===== src/rtl/sega_joy_scan_if.sv =====
// Pad-side bus of the Sega/Atari joystick scanner: tick/pins in, select, button words, types and frame strobe out.
// master = the scanner, slave = the core/pad side that drives tick_i and joy_i.
interface sega_joy_scan_if #(
    parameter int NUM_PORTS = 2
);
    logic                      tick_i;
    logic [NUM_PORTS*6-1:0]    joy_i;
    logic                      sel_o;
    logic [NUM_PORTS*12-1:0]   joy_o;
    logic [NUM_PORTS*2-1:0]    type_o;
    logic                      frame_o;

    modport master (
        input  tick_i, joy_i,
        output sel_o, joy_o, type_o, frame_o
    );

    modport slave (
        output tick_i, joy_i,
        input  sel_o, joy_o, type_o, frame_o
    );
endinterface


===== src/rtl/sega_joy_scan.sv =====
// Multi-port Sega/Atari DB9 scanner: tick-paced select sequence, pad classification, atomic per-port commit.
// Optional macro JOY_SYNC_EN: adds a 2-flop synchroniser on joy_i (tick spacing must then be >= 3 clocks).
module sega_joy_port (
    input  logic        clk_i,
    input  logic        res_n_i,
    input  logic        s_ph2,
    input  logic        s_ph3,
    input  logic        s_ph5,
    input  logic        s_ph6,
    input  logic        s_commit,
    input  logic [5:0]  pins,      // {p9, p6, right, left, down, up}
    output logic [11:0] joy,
    output logic [1:0]  pad_type
);
    logic [11:0] shadow;
    logic        md;
    logic        six;

    always_ff @(posedge clk_i or negedge res_n_i) begin
        if (!res_n_i) begin
            shadow   <= '1;
            md       <= 1'b0;
            six      <= 1'b0;
            joy      <= '1;
            pad_type <= 2'b00;
        end else begin
            if (s_ph2) begin
                shadow[5:0] <= pins;
                six         <= 1'b0;
            end
            // Left+right both low with select low only happens on an MD pad.
            if (s_ph3) begin
                if (pins[3:2] == 2'b00) begin
                    shadow[7:6] <= pins[5:4];
                    md          <= 1'b1;
                end else begin
                    shadow[7:6] <= 2'b11;
                    md          <= 1'b0;
                end
            end
            if (s_ph5 && pins[3:0] == 4'b0000)
                six <= 1'b1;
            if (s_ph6)
                shadow[11:8] <= six ? pins[3:0] : 4'hF;
            if (s_commit) begin
                joy      <= shadow;
                pad_type <= {six, md & ~six};
            end
        end
    end
endmodule

module sega_joy_scan #(
    parameter int NUM_PORTS   = 2,
    parameter int SCAN_PERIOD = 256,
    parameter int CNT_W       = 8
) (
    input  logic                clk_i,
    input  logic                res_n_i,
    sega_joy_scan_if.master     bus
);
    logic [CNT_W-1:0]                cnt;
    logic [CNT_W-1:0]                cnt_nxt;
    logic [7:0]                      is_ph;
    logic                            sel_q;
    logic                            sel_nxt;
    logic                            frame_q;
    logic                            frame_nxt;
    logic [NUM_PORTS-1:0][5:0]       pins;
    logic [NUM_PORTS-1:0][11:0]      joy_w;
    logic [NUM_PORTS-1:0][1:0]       type_w;

`ifdef JOY_SYNC_EN
    logic [NUM_PORTS*6-1:0] sync_q1;
    logic [NUM_PORTS*6-1:0] sync_q2;

    always_ff @(posedge clk_i or negedge res_n_i) begin
        if (!res_n_i) begin
            sync_q1 <= '1;
            sync_q2 <= '1;
        end else begin
            sync_q1 <= bus.joy_i;
            sync_q2 <= sync_q1;
        end
    end
    assign pins = sync_q2;
`else
    assign pins = bus.joy_i;
`endif

    // Phase counter is the FSM state; it only moves on ticks and never stalls.
    always_ff @(posedge clk_i or negedge res_n_i) begin
        if (!res_n_i) cnt <= '0;
        else          cnt <= cnt_nxt;
    end

    always_comb begin
        cnt_nxt = cnt;
        if (bus.tick_i)
            cnt_nxt = (cnt == CNT_W'(SCAN_PERIOD - 1)) ? '0 : cnt + CNT_W'(1);
    end

    // Select toggles low/high over phases 0..7 (sel <= phase LSB), then idles high.
    always_comb begin
        for (int k = 0; k < 8; k++)
            is_ph[k] = bus.tick_i && (cnt == CNT_W'(k));
        sel_nxt   = (|is_ph) ? cnt[0] : sel_q;
        frame_nxt = is_ph[7];
    end

    always_ff @(posedge clk_i or negedge res_n_i) begin
        if (!res_n_i) begin
            sel_q   <= 1'b1;
            frame_q <= 1'b0;
        end else begin
            sel_q   <= sel_nxt;
            frame_q <= frame_nxt;
        end
    end

    for (genvar p = 0; p < NUM_PORTS; p++) begin : g_port
        sega_joy_port u_port (
            .clk_i    (clk_i),
            .res_n_i  (res_n_i),
            .s_ph2    (is_ph[2]),
            .s_ph3    (is_ph[3]),
            .s_ph5    (is_ph[5]),
            .s_ph6    (is_ph[6]),
            .s_commit (is_ph[7]),
            .pins     (pins[p]),
            .joy      (joy_w[p]),
            .pad_type (type_w[p])
        );
    end

    assign bus.sel_o   = sel_q;
    assign bus.frame_o = frame_q;
    assign bus.joy_o   = joy_w;
    assign bus.type_o  = type_w;
endmodule


===== src/flat_wrapper.sv =====
// flat-port wrapper written by rule: the top's interface ports become plain ports
module sega_joy_scan_flat 
#(
    parameter int NUM_PORTS   = 2,
    parameter int SCAN_PERIOD = 256,
    parameter int CNT_W       = 8
)
  (clk_i, res_n_i, bus_tick_i, bus_joy_i, bus_sel_o, bus_joy_o, bus_type_o, bus_frame_o);
  sega_joy_scan_if #(.NUM_PORTS(NUM_PORTS)) bus_i ();
  input  logic clk_i;
  input  logic res_n_i;
  input wire logic [$bits(bus_i.tick_i)-1:0] bus_tick_i;
  input wire logic [$bits(bus_i.joy_i)-1:0] bus_joy_i;
  output wire logic [$bits(bus_i.sel_o)-1:0] bus_sel_o;
  output wire logic [$bits(bus_i.joy_o)-1:0] bus_joy_o;
  output wire logic [$bits(bus_i.type_o)-1:0] bus_type_o;
  output wire logic [$bits(bus_i.frame_o)-1:0] bus_frame_o;
  assign bus_i.tick_i = bus_tick_i;
  assign bus_i.joy_i = bus_joy_i;
  assign bus_sel_o = bus_i.sel_o;
  assign bus_joy_o = bus_i.joy_o;
  assign bus_type_o = bus_i.type_o;
  assign bus_frame_o = bus_i.frame_o;
  sega_joy_scan #(.NUM_PORTS(NUM_PORTS), .SCAN_PERIOD(SCAN_PERIOD), .CNT_W(CNT_W)) u_core (.clk_i(clk_i), .res_n_i(res_n_i), .bus(bus_i));
endmodule

===== config.mk =====
export PLATFORM = sky130hd
export DESIGN_NAME = sega_joy_scan_flat
export DESIGN_NICKNAME = d
export VERILOG_FILES = /design/src/rtl/sega_joy_scan_if.sv /design/src/rtl/sega_joy_scan.sv /design/src/flat_wrapper.sv
export SDC_FILE = /design/constraint.sdc
export NUM_CORES = 1
export LEC_CHECK = 0
export CAP_MARGIN = 25
export CORE_MARGIN = 5
export CORE_UTILIZATION = 48
export DETAILED_ROUTE_END_ITERATION = 10
export GPL_TIMING_DRIVEN = 0
export PLACE_DENSITY = 0.78
export SLEW_MARGIN = 20
export SYNTH_ARGS = -nofsm -noshare
export SYNTH_HDL_FRONTEND = slang
export SYNTH_SLANG_ARGS = --single-unit

===== constraint.sdc =====
create_clock -name clk_i -period 1.9 [get_ports clk_i]
set_input_delay 0.285 -clock clk_i [delete_from_list [all_inputs] [get_ports clk_i]]
set_output_delay 0.285 -clock clk_i [all_outputs]
set_load 0.01 [all_outputs]

# Yosys cells after proc, flatten, opt, wreduce, memory -nomap -nowiden
# Index checks and enable logic that the tools add are counted.
# word_totals
register_bits	66
output_inout_bits	30
input_bits	15
wordCells	58
# classes
n_eq_ne	8
n_addsub	1
mux	10
reduce_logical	18
bitwise_logic	4
# ops
operator	n
$eq 8x3->1 const B	4
$eq 8x2->1 const B	2
$logic_and 1x1->1	10
$add 8x1->8 const B	1
$eq 8x1->1 const B	1
$eq 8x8->1 const B	1
$logic_not 4->1	2
$logic_not 8->1	1
$mux 4	2
$mux 8	1
$reduce_or 8->1	1
$mux 1	5
$logic_not 2->1	2
$mux 2	2
$reduce_bool 2->1	2
$and 1x1->1	2
$not 1->1	2

# Depth between registers and ports, before layout
# logic_depth
word_depth	4
mapped_depth	6

# Modules after synthesis
# From an unflattened synthesis, not the netlist that was laid out.
# unflattened
cells_unflattened	207
area_unflattened_um2	2849.0
# by_module_without_submodules
mod	area_each_um2	n_inst	cells_each
sega_joy_port	1146.1	2	76
sega_joy_scan	556.8	1	55

# Worst setup path before layout
# Ideal clock, no wire load.
# synth_timing
path_type	flip-flop to flip-flop
start	register u_core.cnt[3]
end	register u_core.g_port[0].u_port.shadow[10]
setup_ps	82
slack_ps	42
path_buffers	1
path_stages_with_launch	5
arrival_time_ps	1776
path_cell_list	dfrtp_1 > or4_1 > or3_1 > buf_6 > mux2_4
# synth_via
elab_chain_cells	2
# synth_rtl
element	line	text
start, declared	sega_joy_scan.sv:62	logic [CNT_W-1:0] cnt;
start signal, assigned	sega_joy_scan.sv:94	else cnt <= cnt_nxt;
$eq 8x3->1	sega_joy_scan.sv:106	is_ph[k] = bus.tick_i && (cnt == CNT_W'(k));
$logic_and 1x1->1	sega_joy_scan.sv:106	
end signal, assigned	sega_joy_scan.sv:44	shadow[11:8] <= six ? pins[3:0] : 4'hF;
end, declared	sega_joy_scan.sv:15	logic [11:0] shadow;
# No other way between the ends.
# A chain may end at the register's enable or synchronous reset.

# Final worst setup path
# layout_timing
start	register u_core.cnt[5]
end	register u_core.g_port[1].u_port.shadow[8]
# layout_via
elab_chain_cells	2
# layout_rtl
element	line
$eq 8x3->1	sega_joy_scan.sv:106
$logic_and 1x1->1	sega_joy_scan.sv:106
end signal, assigned	sega_joy_scan.sv:44
end, declared	sega_joy_scan.sv:15
# No other way between the ends.

==> results_dict.tcl <==
set metrics [dict create \
    status "finished clean" \
    io_buffer_count 43 \
    path_cells "or4_4, or3_1, buf_6, mux2_4" \
    synth_seq_cells 66 \
    max_slew_margin_pct 75.4 \
    cts_made_buffers 9 \
    num_rows 28 \
    rsz0062_at_grt "false" \
    worstPathArrival_ns 2.14 \
    met1_length_um 2300 \
    via_per_inst 5.23 \
    yosysWarnings 0 \
    synthesis.nets 216 \
    hold_class "input port to flop" \
    wl_met3_um 221 \
    clk_pin_slew_ns 0.07 \
    initial_core_util_pct 48.8 \
    end_kind "flop" \
    final_util_pct 62.7 \
    cts-root-buf "clkbuf_8" \
    drive_gt1_share_pct 48.3 \
    path_class "flop to flop" \
    core-area_sq_um 5820 \
    period_needed_ns 1.88 \
    total_power_w 0.00301 \
    synth_top_cells_by_count "dfstp_2, mux2_2, dfrtp_1" \
    start_kind "flop" \
    synth_top_area_share_pct 45.4 \
    grt_overflow_total 0 \
    initialDrtViolationCount 50 \
    wl_um 5350 \
    grt_max_degree 53 \
    cts_tree "yes" \
    htreeDepth 3 \
    ys_seq_area_share_pct 60.4 \
    max_stage_delay_ns 0.53 \
    firstDrtPassIters 4 \
    grt_usage_pct 16.1 \
    syn2layout_area_growth_pct 28.6 \
    route.detailed.drc 0 \
    holdWs_ns 0.275 \
    io_pins 45 \
    crit_required_ns 2.16 \
    worstMarginPinSlew_ns 0.368 \
    synth_cell_type_count 32 \
    max_freq_ghz 0.532 \
    vias 1768 \
    fp.dieW_um 86.9 \
    synthSimpleGateAreaFrac_pct 8.95 \
    yosysTopAreaCell "dfstp_2" \
    cts_buffer_depth 2 \
    async_flop_share_pct 100 \
    routed.top_layer "met4" \
    maxCapViolations 0 \
    grt_pass1_vias 1831 \
    synthTopCellsByArea "dfstp_2, mux2_2, dfrtp_1, mux2_4, mux2_1" \
    syn_avg_cell_area_sq_um 14.4 \
    seq_area_sq_um 1720 \
    synth-compound-area-share_pct 2.69 \
    synthMuxAreaShare_pct 22.9 \
    multiInputGateArea_sq_um 1080 \
    n_antenna_cell 0 \
    final_hold_viol_count 0 \
    power_density_nw_per_um2 826 \
    gp_congestion 0.794 \
    synth-edff-count 0 \
    synth_top_family_by_area "multiplexers" \
    fin_skew_ns 0.00603 \
    syn_inst 197 \
    syn_area_sq_um 2840 \
    setup_tns_ns 0 \
    dp_cells 316 \
    slew_violations 0 \
    min_path_cells 2 \
    dr_wl_met2_um 2690 \
    crit_fanout 8 \
    fillers 459 \
    die_area_sq_um 7550 \
    clock-sinks 66 \
    leakage_nw 1.56 \
    yosysMostFrequentCell "dfstp_2" \
    wire_per_inst_um 15.8 \
    fp.dieH_um 86.9 \
    final.period_utilization_pct 98.9 \
    grt_first_pass_wirelength_um 9140 \
    clock_latency_ns 0.34 \
    synthXorXnorAreaFrac_pct 1.24 \
    finalNonFillerCells 338 \
    synth-main-ff-cell "dfstp_2" \
    cpMaxStageDelayCell "or4_4" \
    irDropWorstVdd_uv 482 \
    reg2reg_depth 4 \
    finalSetupViolCount 0 \
    antenna_found_initial 0 \
    dpl.hpwl_um 3670 \
    antenna_left 0 \
    synthAdderAreaFrac_pct 1.76 \
    final_nets 278 \
]
[per-layer routing]
layer,vias up,track usage (%)
met5,-,0
met1,891,19.7
met2,37,26.4
li1,827,-
met4,0,9.07
met3,13,3.50
[path summary, 6_finish.rpt]
path	to	start	slack, ns
worst max-delay path	u_core.g_port[1].u_port.shadow[8]	u_core.cnt[5]	0.02
worst min-delay path	u_core.cnt[0]	bus_tick_i	0.27
worst max register to register	u_core.g_port[1].u_port.shadow[8]	u_core.cnt[5]	0.02
worst min register to register	u_core.g_port[0].u_port.md	u_core.g_port[0].u_port.md	0.50
max in group asynchronous	u_core.g_port[1].u_port.joy[1]	res_n_i	0.98
min in group asynchronous	u_core.cnt[7]	res_n_i	0.37
[power by group]
part / total [W] / switching, W / internal (W)
combinational: 0.000350 / 0.000195 / 0.000155
sequential: 0.00153 / 0.0000573 / 0.00147
clock: 0.00114 / 0.000506 / 0.000631
[cell type report]
type | instances | share of cell area [%]
repair buffers | 51 | 14.0
clock inverters | 3 | 1.10
multi-input cells | 119 | 29.5
clock buffers | 12 | 3.98
inverters | 5 | 0.515
flip-flops and latches | 66 | 47.1
plain buffers | 7 | 1.23
well taps | 75 | 2.57
[state kept, by name (all words and copies together), names as in the netlist]
signal,flops
u_core.g_port.u_port.joy,24
u_core.g_port.u_port.shadow,24
u_core.cnt,8
u_core.g_port.u_port.pad_type,4
u_core.g_port.u_port.md,2
u_core.g_port.u_port.six,2
u_core.bus.frame_o,1
u_core.bus.sel_o,1
[placed cells by master, fill, tap and decap left out, types with 2 or more instances in the layout]
master and n:
o21ai_0 5, xnor2_1 3, clkinv_2 2, dfstp_2 49, nor4_1 2, nor2b_1 3
dfrtp_1 14, ha_1 4, clkbuf_1 3, nand4_1 6, nand2b_1 8, dfrtp_2 3
mux2_1 9, clkbuf_8 10, mux2_4 8, nand2_1 4, clkdlybuf4s50_1 42, or3_1 7
buf_2 2, a41oi_1 2, nand3_1 3, nor2_1 4, inv_1 5, a21oi_1 4
buf_4 9, mux2_2 38
[cells by family (layout without fill, tap and decap cells)]
kind of cell             after synthesis  count (layout)
flip-flops                            66              66
multiplexers                          55              55
AND/OR/NAND/NOR                       43              43
AO/OA/AOI/OAI                         13              13
buffers and inverters                 12              78
adder cells (fa/ha/maj)                4               4
XOR/XNOR                               4               4
[repair_timing]
item / 4_1_cts / 5_1_grt
setup buffers: 3 / 3
cloned: 0 / 0
pin swaps: 1 / 0
gates resized for setup: 5 / 5
endpoints found under the setup margin: 43 / 16
hold buffers: 1 / 0
hold endpoints to repair: 5 / 0
[critical path: cells and delay by family, from the launching register on]
family | cells | cell delay (ns)
AND/OR/NAND/NOR | 2 | 0.91
flip-flops | 1 | 0.44
multiplexers | 1 | 0.29
buffers and inverters | 1 | 0.16
[metrics by stage]
stage          instance area (sq um)  setup WS, ns
2_1_floorplan                   2840        0.0416
3_3_place_gp                    3360         -1.48
3_5_place_dp                    3390        -0.189
4_1_cts                         3620       0.00657
5_1_grt                         3650      0.000381
6_report                        3650        0.0214
Note: power is estimated with default switching activity, not from simulation.
